--- src/rtl/io_poller.sv ---
// Second bus master that polls the switch register, debounces the value and
// mirrors each newly accepted value onto the LEDs and the two 7-segment displays.
module io_poller #(
  parameter int unsigned POLL_DIV      = 50000,
  parameter int unsigned STABLE_COUNT  = 3,
  parameter logic [31:0] SWITCHES_ADDR = 32'h0000_1000,
  parameter logic [31:0] LEDS_ADDR     = 32'h0000_1004,
  parameter logic [31:0] SEG1_ADDR     = 32'h0000_1008,
  parameter logic [31:0] SEG2_ADDR     = 32'h0000_100C
) (
  input  logic        clk,
  input  logic        reset_n,
  input  logic        enable,
  output logic        we,
  output logic [31:0] a,
  output logic [31:0] wd,
  output logic [2:0]  funct3,
  input  logic [31:0] rd,
  output logic        busy,
  output logic [3:0]  sw_value,
  output logic [7:0]  update_count
);

  localparam int unsigned     TW        = (POLL_DIV > 1) ? $clog2(POLL_DIV) : 1;
  localparam logic [TW-1:0]   TIMER_MAX = TW'(POLL_DIV - 1);
  localparam logic [3:0]      STABLE_TH = 4'(STABLE_COUNT);

  localparam logic [2:0] S_IDLE    = 3'd0;
  localparam logic [2:0] S_READ    = 3'd1;
  localparam logic [2:0] S_EVAL    = 3'd2;
  localparam logic [2:0] S_WR_LEDS = 3'd3;
  localparam logic [2:0] S_WR_SEG1 = 3'd4;
  localparam logic [2:0] S_WR_SEG2 = 3'd5;

  logic [2:0]    state;
  logic [TW-1:0] timer;
  logic          tick;
  logic [3:0]    sample;
  logic [3:0]    prev;
  logic [3:0]    stable_cnt;
  logic [3:0]    stable_next;
  logic          valid;
  logic          commit;
  logic [3:0]    units;
  logic [3:0]    tens;

  function automatic logic [6:0] seg(input logic [3:0] digit);
    case (digit)
      4'd0:    seg = 7'h3F;
      4'd1:    seg = 7'h06;
      4'd2:    seg = 7'h5B;
      4'd3:    seg = 7'h4F;
      4'd4:    seg = 7'h66;
      4'd5:    seg = 7'h6D;
      4'd6:    seg = 7'h7D;
      4'd7:    seg = 7'h07;
      4'd8:    seg = 7'h7F;
      4'd9:    seg = 7'h6F;
      default: seg = 7'h00;
    endcase
  endfunction

  assign tick = enable && (timer == TIMER_MAX);

  // sw_value never exceeds 15, so the tens digit is 0 or 1.
  assign units = (sw_value >= 4'd10) ? sw_value - 4'd10 : sw_value;
  assign tens  = (sw_value >= 4'd10) ? 4'd1 : 4'd0;

  assign stable_next = (sample != prev)      ? 4'd1 :
                       (stable_cnt == 4'hF)  ? 4'hF : stable_cnt + 4'd1;
  assign commit      = (stable_next >= STABLE_TH) && (!valid || sample != sw_value);

  // NOTE: all state uses non-blocking assignments so every register samples
  // pre-edge values; blocking here would create order-dependent simulation.
  always_ff @(posedge clk) begin
    if (!reset_n) begin
      timer <= '0;
    end else if (!enable || timer == TIMER_MAX) begin
      timer <= '0;
    end else begin
      timer <= timer + 1'b1;
    end
  end

  always_ff @(posedge clk) begin
    if (!reset_n) begin
      state        <= S_IDLE;
      sample       <= 4'd0;
      prev         <= 4'd0;
      stable_cnt   <= 4'd0;
      valid        <= 1'b0;
      sw_value     <= 4'd0;
      update_count <= 8'd0;
    end else begin
      case (state)
        S_IDLE: if (tick) state <= S_READ;
        S_READ: begin
          sample <= rd[3:0];
          state  <= S_EVAL;
        end
        S_EVAL: begin
          stable_cnt <= stable_next;
          prev       <= sample;
          if (commit) begin
            sw_value <= sample;
            valid    <= 1'b1;
            state    <= S_WR_LEDS;
          end else begin
            state <= S_IDLE;
          end
        end
        S_WR_LEDS: state <= S_WR_SEG1;
        S_WR_SEG1: state <= S_WR_SEG2;
        S_WR_SEG2: begin
          update_count <= update_count + 8'd1;
          state        <= S_IDLE;
        end
        default: state <= S_IDLE;
      endcase
    end
  end

  // NOTE: every output gets a default before the case so no latch is inferred.
  always_comb begin
    we = 1'b0;
    a  = 32'd0;
    wd = 32'd0;
    case (state)
      S_READ:    a = SWITCHES_ADDR;
      S_WR_LEDS: begin
        we = 1'b1;
        a  = LEDS_ADDR;
        wd = {28'd0, sw_value};
      end
      S_WR_SEG1: begin
        we = 1'b1;
        a  = SEG1_ADDR;
        wd = {25'd0, seg(units)};
      end
      S_WR_SEG2: begin
        we = 1'b1;
        a  = SEG2_ADDR;
        wd = {25'd0, seg(tens)};
      end
      default: ;
    endcase
  end

  assign funct3 = 3'b010;
  assign busy   = (state != S_IDLE);

endmodule
--- config.mk ---
export PLATFORM = sky130hd
export DESIGN_NAME = io_poller
export DESIGN_NICKNAME = d
export VERILOG_FILES = /design/src/rtl/io_poller.sv
export SDC_FILE = /design/constraint.sdc
export NUM_CORES = 1
export LEC_CHECK = 0
export BUFFER_PORTS_ARGS = -buffer_cell sky130_fd_sc_hd__buf_2
export CORE_MARGIN = 2
export CORE_UTILIZATION = 30
export DETAILED_ROUTE_END_ITERATION = 7
export GPL_TIMING_DRIVEN = 0
export PLACE_DENSITY_LB_ADDON = 0.05
export SLEW_MARGIN = 40
export SYNTH_ARGS = -nofsm -noshare
export SYNTH_HDL_FRONTEND = slang
export SYNTH_SLANG_ARGS = --single-unit
--- constraint.sdc ---
create_clock -name clk -period 2 [get_ports clk]
set_input_delay 0.3 -clock clk [delete_from_list [all_inputs] [get_ports clk]]
set_output_delay 0.3 -clock clk [all_outputs]
set_load 0.05 [all_outputs]
==> results of run 1 <==
[routing by layer]
| layer | vias up | track usage | part of all wire | routed length [µm] |
|---|---|---|---|---|
| met5 | - | 0 | 0 | 0 |
| met4 | 0 | 0.0348 | 0.010 | 61 |
| met3 | 6 | 0.0281 | 0.041 | 242 |
| met2 | 55 | 0.205 | 0.46 | 2760 |
| met1 | 975 | 0.155 | 0.48 | 2880 |
| li1 | 1212 | - | - | - |
[power groups by stage]
stage                     logic (mW)  registers (mW)  clock network (mW)
after detailed placement       0.353           0.895                   0
after global placement         0.354           0.895                   0
after CTS                      0.354           0.874               0.582
final                          0.356           0.874               0.545
after global routing           0.373           0.875               0.616
after floorplan                0.338           0.895                   0
[cell usage in the layout, fill, tap and decap left out, drive strengths merged, types with 2 or more instances in the layout]
master    n
o21a      2
buf     104
mux2i     8
nor2     39
nand2    35
xor2     13
or3       2
nand4     3
nand3    12
nand3b    3
nor4      5
clkinv    2
clkbuf   12
dfxtp    44
o21ai    10
a31oi     2
o21bai    2
a21o      2
xnor2    17
a22oi     3
inv      11
and3      4
a21oi    16
nor2b     2
conb     57
nor3      4
and2      2
ha        7
a211oi    2
[flip-flops by register name (all words and copies together), names as in the netlist]
register	flops
state	3
stable_cnt	4
timer	16
valid	1
update_count	8
sample	4
sw_value	4
prev	4
[per-stage QoR]
step / setup WS [ns] / instances / TNS [ns] / utilization
5_1_grt: -0.198 / 548 / -1.18 / 0.423
4_1_cts: -0.136 / 546 / -0.758 / 0.409
2_1_floorplan: 0.00702 / 392 / 0 / -
3_3_place_gp: -0.0379 / 529 / -0.0440 / 0.378
3_5_place_dp: -0.0201 / 529 / -0.0201 / 0.378
6_report: -0.132 / 548 / -0.504 / 0.423
[cell families after synthesis]
family / after synthesis
flops: 44
fa+ha+maj: 7
simple gates: 117
buf+inv: 82
compound gates: 47
other cells: 2
xor+xnor: 30
mux: 8
[worst min-delay path, delay by kind of cell]
kind,cells,cell delay [ns]
buffers and inverters,1,0.08
multiplexers,1,0.06
AND/OR/NAND/NOR,1,0.07
[area by class of cell]
type / count / area [µm²] / area share
clock inverter: 2 / 11.3 / 0.00302
buffer: 68 / 505 / 0.136
clock buffer: 6 / 72.6 / 0.0195
sequential: 44 / 893 / 0.240
multi-input combinational: 266 / 1750 / 0.470
timing repair buffer: 42 / 310 / 0.0833
tap: 108 / 135 / 0.0363
inverter: 12 / 47.5 / 0.0128
[how the worst max path moves through the flow]
stage	cells past startpoint	endpoint	start
floorplan	7	wd[1]	sw_value[2]$_SDFFE_PN0P_
detailed placement	8	wd[5]	sw_value[1]$_SDFFE_PN0P_
finish	6	wd[2]	sw_value[1]$_SDFFE_PN0P_
global route	6	wd[2]	sw_value[1]$_SDFFE_PN0P_
CTS	6	wd[2]	sw_value[1]$_SDFFE_PN0P_
global placement	8	wd[5]	sw_value[1]$_SDFFE_PN0P_
[timing repair]
item                       4_1_cts  5_1_grt
buffers inserted                11        2
hold buffers                     0        0
gates resized for setup         30       24
pin swaps                       11        9
setup endpoints to repair        7       14
==> implementation parameters, run 1 <==
Parameter                              Value

Outcome
  Outcome    complete, but fails checks
  Violated checks    setup timing

Critical path
  Crit Reg-Reg Endpoint    state[1]$_SDFFE_PN0P_
  Max incr delay on CP    0.41 ns
  R2r worst-path depth    7
  Setup slack of the most critical reg-to-reg path    0.25 ns
  CP startpoint kind    flip-flop
  Master of the slowest instance on the critical path    sky130_fd_sc_hd__dfxtp_4
  Cell-by-cell trace of the critical path    inv_4, ha_4, a21o_4, nand3_2, a221o_2, buf_8
  Worst path bufs/invs    2
  Critical path class    flip-flop to output port
  CP delay by family, top    compound AO/OA/AOI/OAI gates
  Critical Path RT    1.70 ns
  Critical Path Sink Type    output port
  R2R Path Start    stable_cnt[0]$_SDFFE_PN0P_
  Critical path arrival    1.83 ns
  CP Max Fanout    6

Placed design
  Final Wtd Congestion    0.784
  HPWL after DPL    4470 µm
  Cell area after placement    3330 µm²
  Number of input and output port buffers inserted    29

Worst hold path
  Endpoint of the worst hold path    sample[1]$_SDFFE_PN0P_
  Min-delay src    rd[1]
  Class of the tightest hold or removal check    primary input to flip-flop
  WHS Path Cells    3

Layout
  P&R area growth vs syn    36.0%
  Final net count    481
  Fill cell count    888
  Antenna Cells    0
  Design area    3730 µm²
  Fraction of layout instances using a drive strength above 1    0.352

Synthesis
  Post-synthesis async set-or-reset flop share    0
  XOR/XNOR share of the synthesized area    0.0959
  Most area-consuming cells after synthesis    sky130_fd_sc_hd__dfxtp_1 32%, sky130_fd_sc_hd__buf_4 16%, sky130_fd_sc_hd__xnor2_1 5.4%
  Area share of the largest cell type after synthesis    0.321
  Fraction of the mapped netlist area in adder cells    0.0320
  Instance count of the mapped netlist    337
  Post-synthesis average cell area    8.13 µm²
  Post-synth cell types    51
  Most frequently used flop master after synthesis    sky130_fd_sc_hd__dfxtp_1
  Most repeated cell in the gate-level netlist after synthesis    sky130_fd_sc_hd__buf_4
  Yosys warning count    0
  Share of the synthesized area in compound gates (AO/OA/AOI/OAI)    0.109
  Mux cell area share after synthesis    0.0292
  Sequential area share after synthesis    0.321
  Post-synth EDFFs    0
  Dominant combinational cell family by area after synthesis    simple AND/OR/NAND/NOR gates
  Synth Area in Simple Gates    0.214
  Area leader, netlist    sky130_fd_sc_hd__dfxtp_1
  Netlist Area Pre-Place    2740 µm²
  Synthesis-stage register bit count    44
  Most frequent cells after synthesis    57 x sky130_fd_sc_hd__buf_4, 44 x sky130_fd_sc_hd__dfxtp_1, 39 x sky130_fd_sc_hd__nor2_1

Power
  Logic pwr share    0.201
  NetSw    0.573 mW
  Power consumption    1.78 mW
  Power density over the cells    476 nW/µm²
  Internal    1.20 mW
  Switching share of total power    0.323
  Leakage component of the power    1.65 nW
  Worst ir drop on vdd    249 µV
  Relative contribution of the clock network to total power    0.307
  Sequential share of power    0.493

Die
  Die Ht    99.6 µm
  Die boundary width    99.6 µm
  Initial core utilization    0.311
  Full die area    9910 µm²
  Io pins    116
  Number of core rows    34
  CORE AREA    8810 µm²

Detailed routing
  Final wirelength    5950 µm
  DR vias/cell    4.10
  Antenna viol nets, final    0
  Pre-antenna DRT Iters    4
  DRC violation total after the first TritonRoute iteration    36
  Routed wire per std cell    10.9 µm
  DRC viols    0
  Vias after detailed routing    2248

Timing
  Smallest setup slack after layout    -0.132 ns
  Fin crit share    1.07
  Endpoints failing setup    6
  Final setup skew    0.0110 ns
  Unrepaired setup endpoints after global routing    true
  Minimum clock period after layout    2.13 ns
  Achievable frequency    469 MHz
  Worst Hold Slack    0.245 ns
  Number of pins with negative max-slew slack in the final report    0
  Final Hold Violating Endpoints    0

Job
  Number of violations of the max-capacitance limit    0

Global route
  First-pass GRT wire length    9890 µm
  Via count of the first global-routing pass    2110
  Total congestion overflow after global routing    0
  Global-route usage over all layers    0.121
  Initial antenna violation count    0
  Largest net degree at the start of global routing    14

CTS
  Clock-pin slew of the registers on the worst-case setup and hold paths    0.09 ns
  CTS H-tree depth    2
  Sink count of the clock tree    44
  Clock insertion delay at the later pin of the skew report    0.29 ns
  CTS buffer count    5
  Clock Path Buffers    2
  Root cell of the clock tree    sky130_fd_sc_hd__clkbuf_8
  TritonCTS clock tree    yes
(Power assumes the default switching activity.)
==> run 2, diff against run 1 <==
- CORE_UTILIZATION: 30 -> 48
- SLEW_MARGIN: 40 -> 10
==> run 2 against run 1 <==
Effect of this change:
- the flow still finishes with violations (setup timing)
- design area down 2.1%
- via count up 3.2%
- sequential share of layout area up 0.52 points
- global-route usage up 5.7 points
- non-clock buffer count up 1
==> implementation parameters, run 2 (same netlist as run 1, synthesis figures left out) <==
Parameter                              Value

Critical path
  Critical Path RT    1.70 ns
  CP Max Fanout    5
  Critical path class    flip-flop to output port
  Setup slack of the most critical reg-to-reg path    0.10 ns
  Critical path launch point    sw_value[1]$_SDFFE_PN0P_
  Critical Path Sink Type    output port
  R2R Path Start    sw_value[2]$_SDFFE_PN0P_
  CP startpoint kind    flip-flop
  Critical path arrival    1.83 ns

Timing
  Final setup skew    0.00821 ns
  Unrepaired setup endpoints after global routing    true
  Minimum clock period after layout    2.13 ns
  Endpoints failing setup    7
  Worst slew margin relative to its limit    0.600
  Fin crit share    1.06
  Achievable frequency    470 MHz
  Smallest setup slack after layout    -0.130 ns
  Number of pins with negative max-slew slack in the final report    0
  Actual slew at the worst max-slew pin    0.594 ns
  Final Hold Violating Endpoints    0

Die
  Initial core utilization    0.498
  CORE AREA    5510 µm²
  Io pins    116
  Die Ht    79.6 µm
  Full die area    6330 µm²
  Die boundary width    79.6 µm
  Number of core rows    27

Global route
  Via count of the first global-routing pass    2006
  Global-route usage over all layers    0.178
  First-pass GRT wire length    8980 µm
  Largest net degree at the start of global routing    14
  Total congestion overflow after global routing    0
  Initial antenna violation count    0

Detailed routing
  Vias after detailed routing    2321
  DRC viols    0
  Final wirelength    5810 µm
  Antenna viol nets, final    0
  Routed wire per std cell    11.3 µm
  Pre-antenna DRT Iters    4
  DRC violation total after the first TritonRoute iteration    94
  DR vias/cell    4.52

Layout
  P&R area growth vs syn    33.1%
  Commonest non-fill, non-tap cell in the layout    sky130_fd_sc_hd__buf_4
  Final net count    482
  Most used cells in the layout excluding fill and tap cells    72 x sky130_fd_sc_hd__buf_4, 57 x sky130_fd_sc_hd__conb_1, 40 x sky130_fd_sc_hd__dfxtp_1, 36 x sky130_fd_sc_hd__nor2_1, 33 x sky130_fd_sc_hd__nand2_1
  Biggest regs    timer: 16 flops, update_count: 8 flops
  Design area    3650 µm²
  Antenna Cells    0
  Register name with the most flops    timer
  Number of flip-flops in the largest register    16
  Fraction of layout instances using a drive strength above 1    0.342

Worst hold path
  Min-delay src    rd[0]
  Class of the tightest hold or removal check    primary input to flip-flop

CTS
  Sink count of the clock tree    44
  Clock insertion delay at the later pin of the skew report    0.29 ns
  Clock Path Buffers    2
  CTS H-tree depth    2
  Hold-fix buffers, CTS    0
  TritonCTS clock tree    yes
  Root cell of the clock tree    sky130_fd_sc_hd__clkbuf_8
  Clock-pin slew of the registers on the worst-case setup and hold paths    0.08 ns
  CTS buffer count    5

Power
  Leakage component of the power    1.66 nW
  Power density over the cells    516 nW/µm²
  Worst ir drop on vdd    418 µV

Placed design
  HPWL after DPL    4110 µm
  Setup slack at placement    0.0257 ns
  Final Wtd Congestion    0.884
  Cell area after placement    3280 µm²
  Number of input and output port buffers inserted    29

Outcome
  Outcome    complete, but fails checks
  Violated checks    setup timing

Job
  Number of violations of the max-capacitance limit    0
run 2: area by class of cell:
| type | count | area (µm²) |
|---|---|---|
| fillers | 502 | 1860 |
| multi-input cells | 266 | 1700 |
| flip-flops and latches | 44 | 893 |
| plain buffers | 68 | 503 |
| repair buffers | 43 | 302 |
| well taps | 72 | 90.1 |
| clock buffers | 5 | 68.8 |
| inverters | 12 | 50.0 |
| clock inverters | 3 | 37.5 |
run 2: where the power goes:
part / leakage (nW) / total [mW] / switching (mW) / internal (mW)
logic: 1.25 / 0.358 / 0.271 / 0.0868
registers: 0.357 / 0.874 / 0.00132 / 0.873
clock network: 0.0532 / 0.649 / 0.285 / 0.364
total: 1.66 / 1.88 / 0.557 / 1.32
run 2: final timing paths:
check,endpoint,cells past startpoint
min reg2reg,timer[0]$_SDFF_PP0_,1
max,wd[2],6
max reg2reg,state[1]$_SDFFE_PN0P_,8
min,sample[0]$_SDFFE_PN0P_,3
run 2: what timing repair did:
item | CTS | global route
endpoints found under the setup margin | 8 | 13
buffers inserted | 8 | 6
gates resized for setup | 30 | 12
pin swaps | 9 | 8
run 2: layer usage:
layer / track usage / vias up / share of wire
met3: 0.0351 / 6 / 0.045
met2: 0.326 / 57 / 0.52
met5: 0 / - / 0
li1: - / 1212 / -
met1: 0.212 / 1046 / 0.43
met4: 0.0414 / 0 / 0.0086
run 2: critical path: stages (launching register included):
cell and delay, ns:
sky130_fd_sc_hd__dfxtp_4 0.40, sky130_fd_sc_hd__inv_6 0.05, sky130_fd_sc_hd__ha_4 0.29, sky130_fd_sc_hd__a21o_4 0.17, sky130_fd_sc_hd__nand3_2 0.07, sky130_fd_sc_hd__a221o_2 0.39
sky130_fd_sc_hd__buf_8 0.16
run 2: stage by stage:
stage | utilization | total power, mW | hold WS (ns) | TNS [ns] | instances
after floorplan | - | 1.23 | 0.417 | 0 | 392
after global placement | 0.596 | 1.25 | 0.431 | 0 | 493
after detailed placement | 0.596 | 1.25 | 0.447 | 0 | 493
after CTS | 0.644 | 1.90 | 0.242 | -0.630 | 507
after global routing | 0.662 | 1.95 | 0.253 | -1.29 | 513
final | 0.662 | 1.88 | 0.255 | -0.692 | 513
==> run 3, diff against run 2 <==
==> constraint.sdc (replaced) <==
create_clock -name clk -period 2 [get_ports clk]
set_input_delay 0.3 -clock clk [delete_from_list [all_inputs] [get_ports clk]]
set_output_delay 0.3 -clock clk [all_outputs]
set_load 0.02 [all_outputs]
==> run 3 against run 2 <==
Effect of this change:
- the run still ends with setup timing left
- sequential share of layout area rose by 0.14 points
- combinational power fell by 40%
- non-clock buffer count rose by 1
- cell count rose by 0.19%
- die area did not move
- critical path depth rose by 1
- global-route usage rose by 0.055 points
- worst hold slack got worse by 0.0084 ns
- critical path type unchanged
==> implementation parameters, run 3 (same netlist as run 1, synthesis figures left out) <==
Parameter                              Value

Power
  Switching share of total power    0.263
  NetSw    0.442 mW
  Logic pwr share    0.128
  Internal    1.24 mW
  Power consumption    1.68 mW
  Relative contribution of the clock network to total power    0.351
  Sequential share of power    0.521
  Leakage component of the power    1.66 nW
  Power density over the cells    465 nW/µm²
  Worst ir drop on vdd    326 µV

Layout
  Fraction of layout instances using a drive strength above 1    0.339
  Layout Cells excl Fill    514
  P&R area growth vs syn    32.0%
  Combined area of the multi-input logic cells    1690 µm²
  Final net count    483
  Biggest regs    timer: 16 flops, update_count: 8 flops
  Area used by sequential logic in the layout    891 µm²
  Commonest non-fill, non-tap cell in the layout    sky130_fd_sc_hd__buf_4
  Register name with the most flops    timer
  Design area    3620 µm²
  Most used cells in the layout excluding fill and tap cells    71 x sky130_fd_sc_hd__buf_4, 57 x sky130_fd_sc_hd__conb_1, 40 x sky130_fd_sc_hd__dfxtp_1, 37 x sky130_fd_sc_hd__nor2_1, 35 x sky130_fd_sc_hd__nand2_1
  Share of the core filled with cells    0.657
  Fill cell count    474
  Antenna Cells    0
  Number of flip-flops in the largest register    16

Global route
  Total congestion overflow after global routing    0
  Global-route met1 utilization    0.216
  Largest net degree at the start of global routing    15
  GRT busiest layer    met2
  Global-route met2 utilization    0.313
  First-pass GRT wire length    9040 µm
  Global-route usage over all layers    0.178
  Via count of the first global-routing pass    2035
  GR met3 Demand/Resource    0.0362
  Initial antenna violation count    0

Timing
  Final Hold Violating Endpoints    0
  Achievable frequency    452 MHz
  Smallest setup slack after layout    -0.213 ns
  Unrepaired setup endpoints after global routing    true
  Endpoints failing setup    6
  Minimum clock period after layout    2.21 ns
  Fin crit share    1.11
  Final setup skew    0.00729 ns
  Number of pins with negative max-slew slack in the final report    0

CTS
  Sink count of the clock tree    44
  CTS H-tree depth    2
  Clock Path Buffers    2
  Hold-fix buffers, CTS    0
  Clock-pin slew of the registers on the worst-case setup and hold paths    0.09 ns
  CTS buffer count    5
  TritonCTS clock tree    yes
  Clock insertion delay at the later pin of the skew report    0.29 ns
  Root cell of the clock tree    sky130_fd_sc_hd__clkbuf_8

Die
  Io pins    116
  Initial core utilization    0.498
  Number of core rows    27
  Die Ht    79.6 µm
  Full die area    6330 µm²
  Die boundary width    79.6 µm
  CORE AREA    5510 µm²

Placed design
  Final Wtd Congestion    0.816
  HPWL after DPL    4010 µm
  Number of input and output port buffers inserted    29
  Setup slack at placement    -0.0579 ns
  Cell area after placement    3190 µm²
  Placed cell count    493

Critical path
  Critical path arrival    1.91 ns
  Master of the slowest instance on the critical path    sky130_fd_sc_hd__a221o_1
  Critical Path Sink Type    output port
  Max incr delay on CP    0.36 ns
  CP Max Fanout    5
  Critical path class    flip-flop to output port
  Cell-by-cell trace of the critical path    buf_6, buf_4, a21oi_1, a21o_4, nand3_1, a221o_1, buf_6
  CP delay by family, top    compound AO/OA/AOI/OAI gates
  Critical Path RT    1.70 ns
  CP most frequent cell    sky130_fd_sc_hd__buf_6
  Worst path bufs/invs    3
  CP startpoint kind    flip-flop

Worst hold path
  Class of the tightest hold or removal check    primary input to flip-flop

Outcome
  Violated checks    setup timing
  Outcome    complete, but fails checks

Detailed routing
  DRC violation total after the first TritonRoute iteration    75
  Antenna viol nets, final    0
  Routed wire per std cell    11.5 µm
  Final wirelength    5920 µm
  Vias after detailed routing    2294
  DRC viols    0
  Pre-antenna DRT Iters    5
  DR vias/cell    4.46

Job
  Number of violations of the max-capacitance limit    0
[run 3: stage by stage]
| step | hold slack, ns | TNS (ns) |
|---|---|---|
| 2_1_floorplan | 0.417 | 0 |
| 3_3_place_gp | 0.436 | -0.0936 |
| 3_5_place_dp | 0.440 | -0.149 |
| 4_1_cts | 0.246 | -0.634 |
| 5_1_grt | 0.242 | -1.14 |
| 6_report | 0.247 | -0.674 |
[run 3: cell type report]
cell class	instances	area share
Tap cell	72	0.0249
Clock buffer	6	0.0228
Inverter	12	0.0131
Sequential cell	44	0.246
Buffer	69	0.141
Clock inverter	2	0.00415
Timing Repair Buffer	43	0.0813
Multi-Input combinational cell	266	0.466
[run 3: power by group through the flow]
stage | clock, mW | sequential (mW) | combinational [mW]
after floorplan | 0 | 0.899 | 0.197
after global placement | 0 | 0.899 | 0.211
after detailed placement | 0 | 0.899 | 0.211
after CTS | 0.612 | 0.876 | 0.211
after global routing | 0.656 | 0.876 | 0.231
final | 0.590 | 0.876 | 0.215
[run 3: worst min-delay path: cells and delay by family]
family                 cells  cell delay (ns)
AND/OR/NAND/NOR            1             0.07
buffers and inverters      1             0.08
multiplexers               1             0.06
[run 3: metal layers]
| layer | up-vias | routed length, µm |
|---|---|---|
| met1 | 1025 | 2600 |
| met4 | 0 | 41 |
| met3 | 4 | 248 |
| li1 | 1209 | - |
| met2 | 56 | 3030 |
| met5 | - | 0 |
[run 3: worst paths after layout]
| check | cells past startpoint | from | end | slack [ns] |
|---|---|---|---|---|
| hold / removal | 3 | rd[2] | sample[2]$_SDFFE_PN0P_ | 0.25 |
| setup / recovery | 7 | sw_value[2]$_SDFFE_PN0P_ | wd[2] | -0.21 |
| hold reg to reg | 1 | timer[0]$_SDFF_PP0_ | timer[0]$_SDFF_PP0_ | 0.46 |
| setup reg to reg | 7 | stable_cnt[0]$_SDFFE_PN0P_ | state[1]$_SDFFE_PN0P_ | 0.17 |
[run 3: timing repair]
item,CTS,global route
gates resized for setup,33,25
cloned,0,0
pin swaps,10,13
endpoints found under the hold margin,0,0
setup endpoints to repair,7,14
buffers inserted,9,6
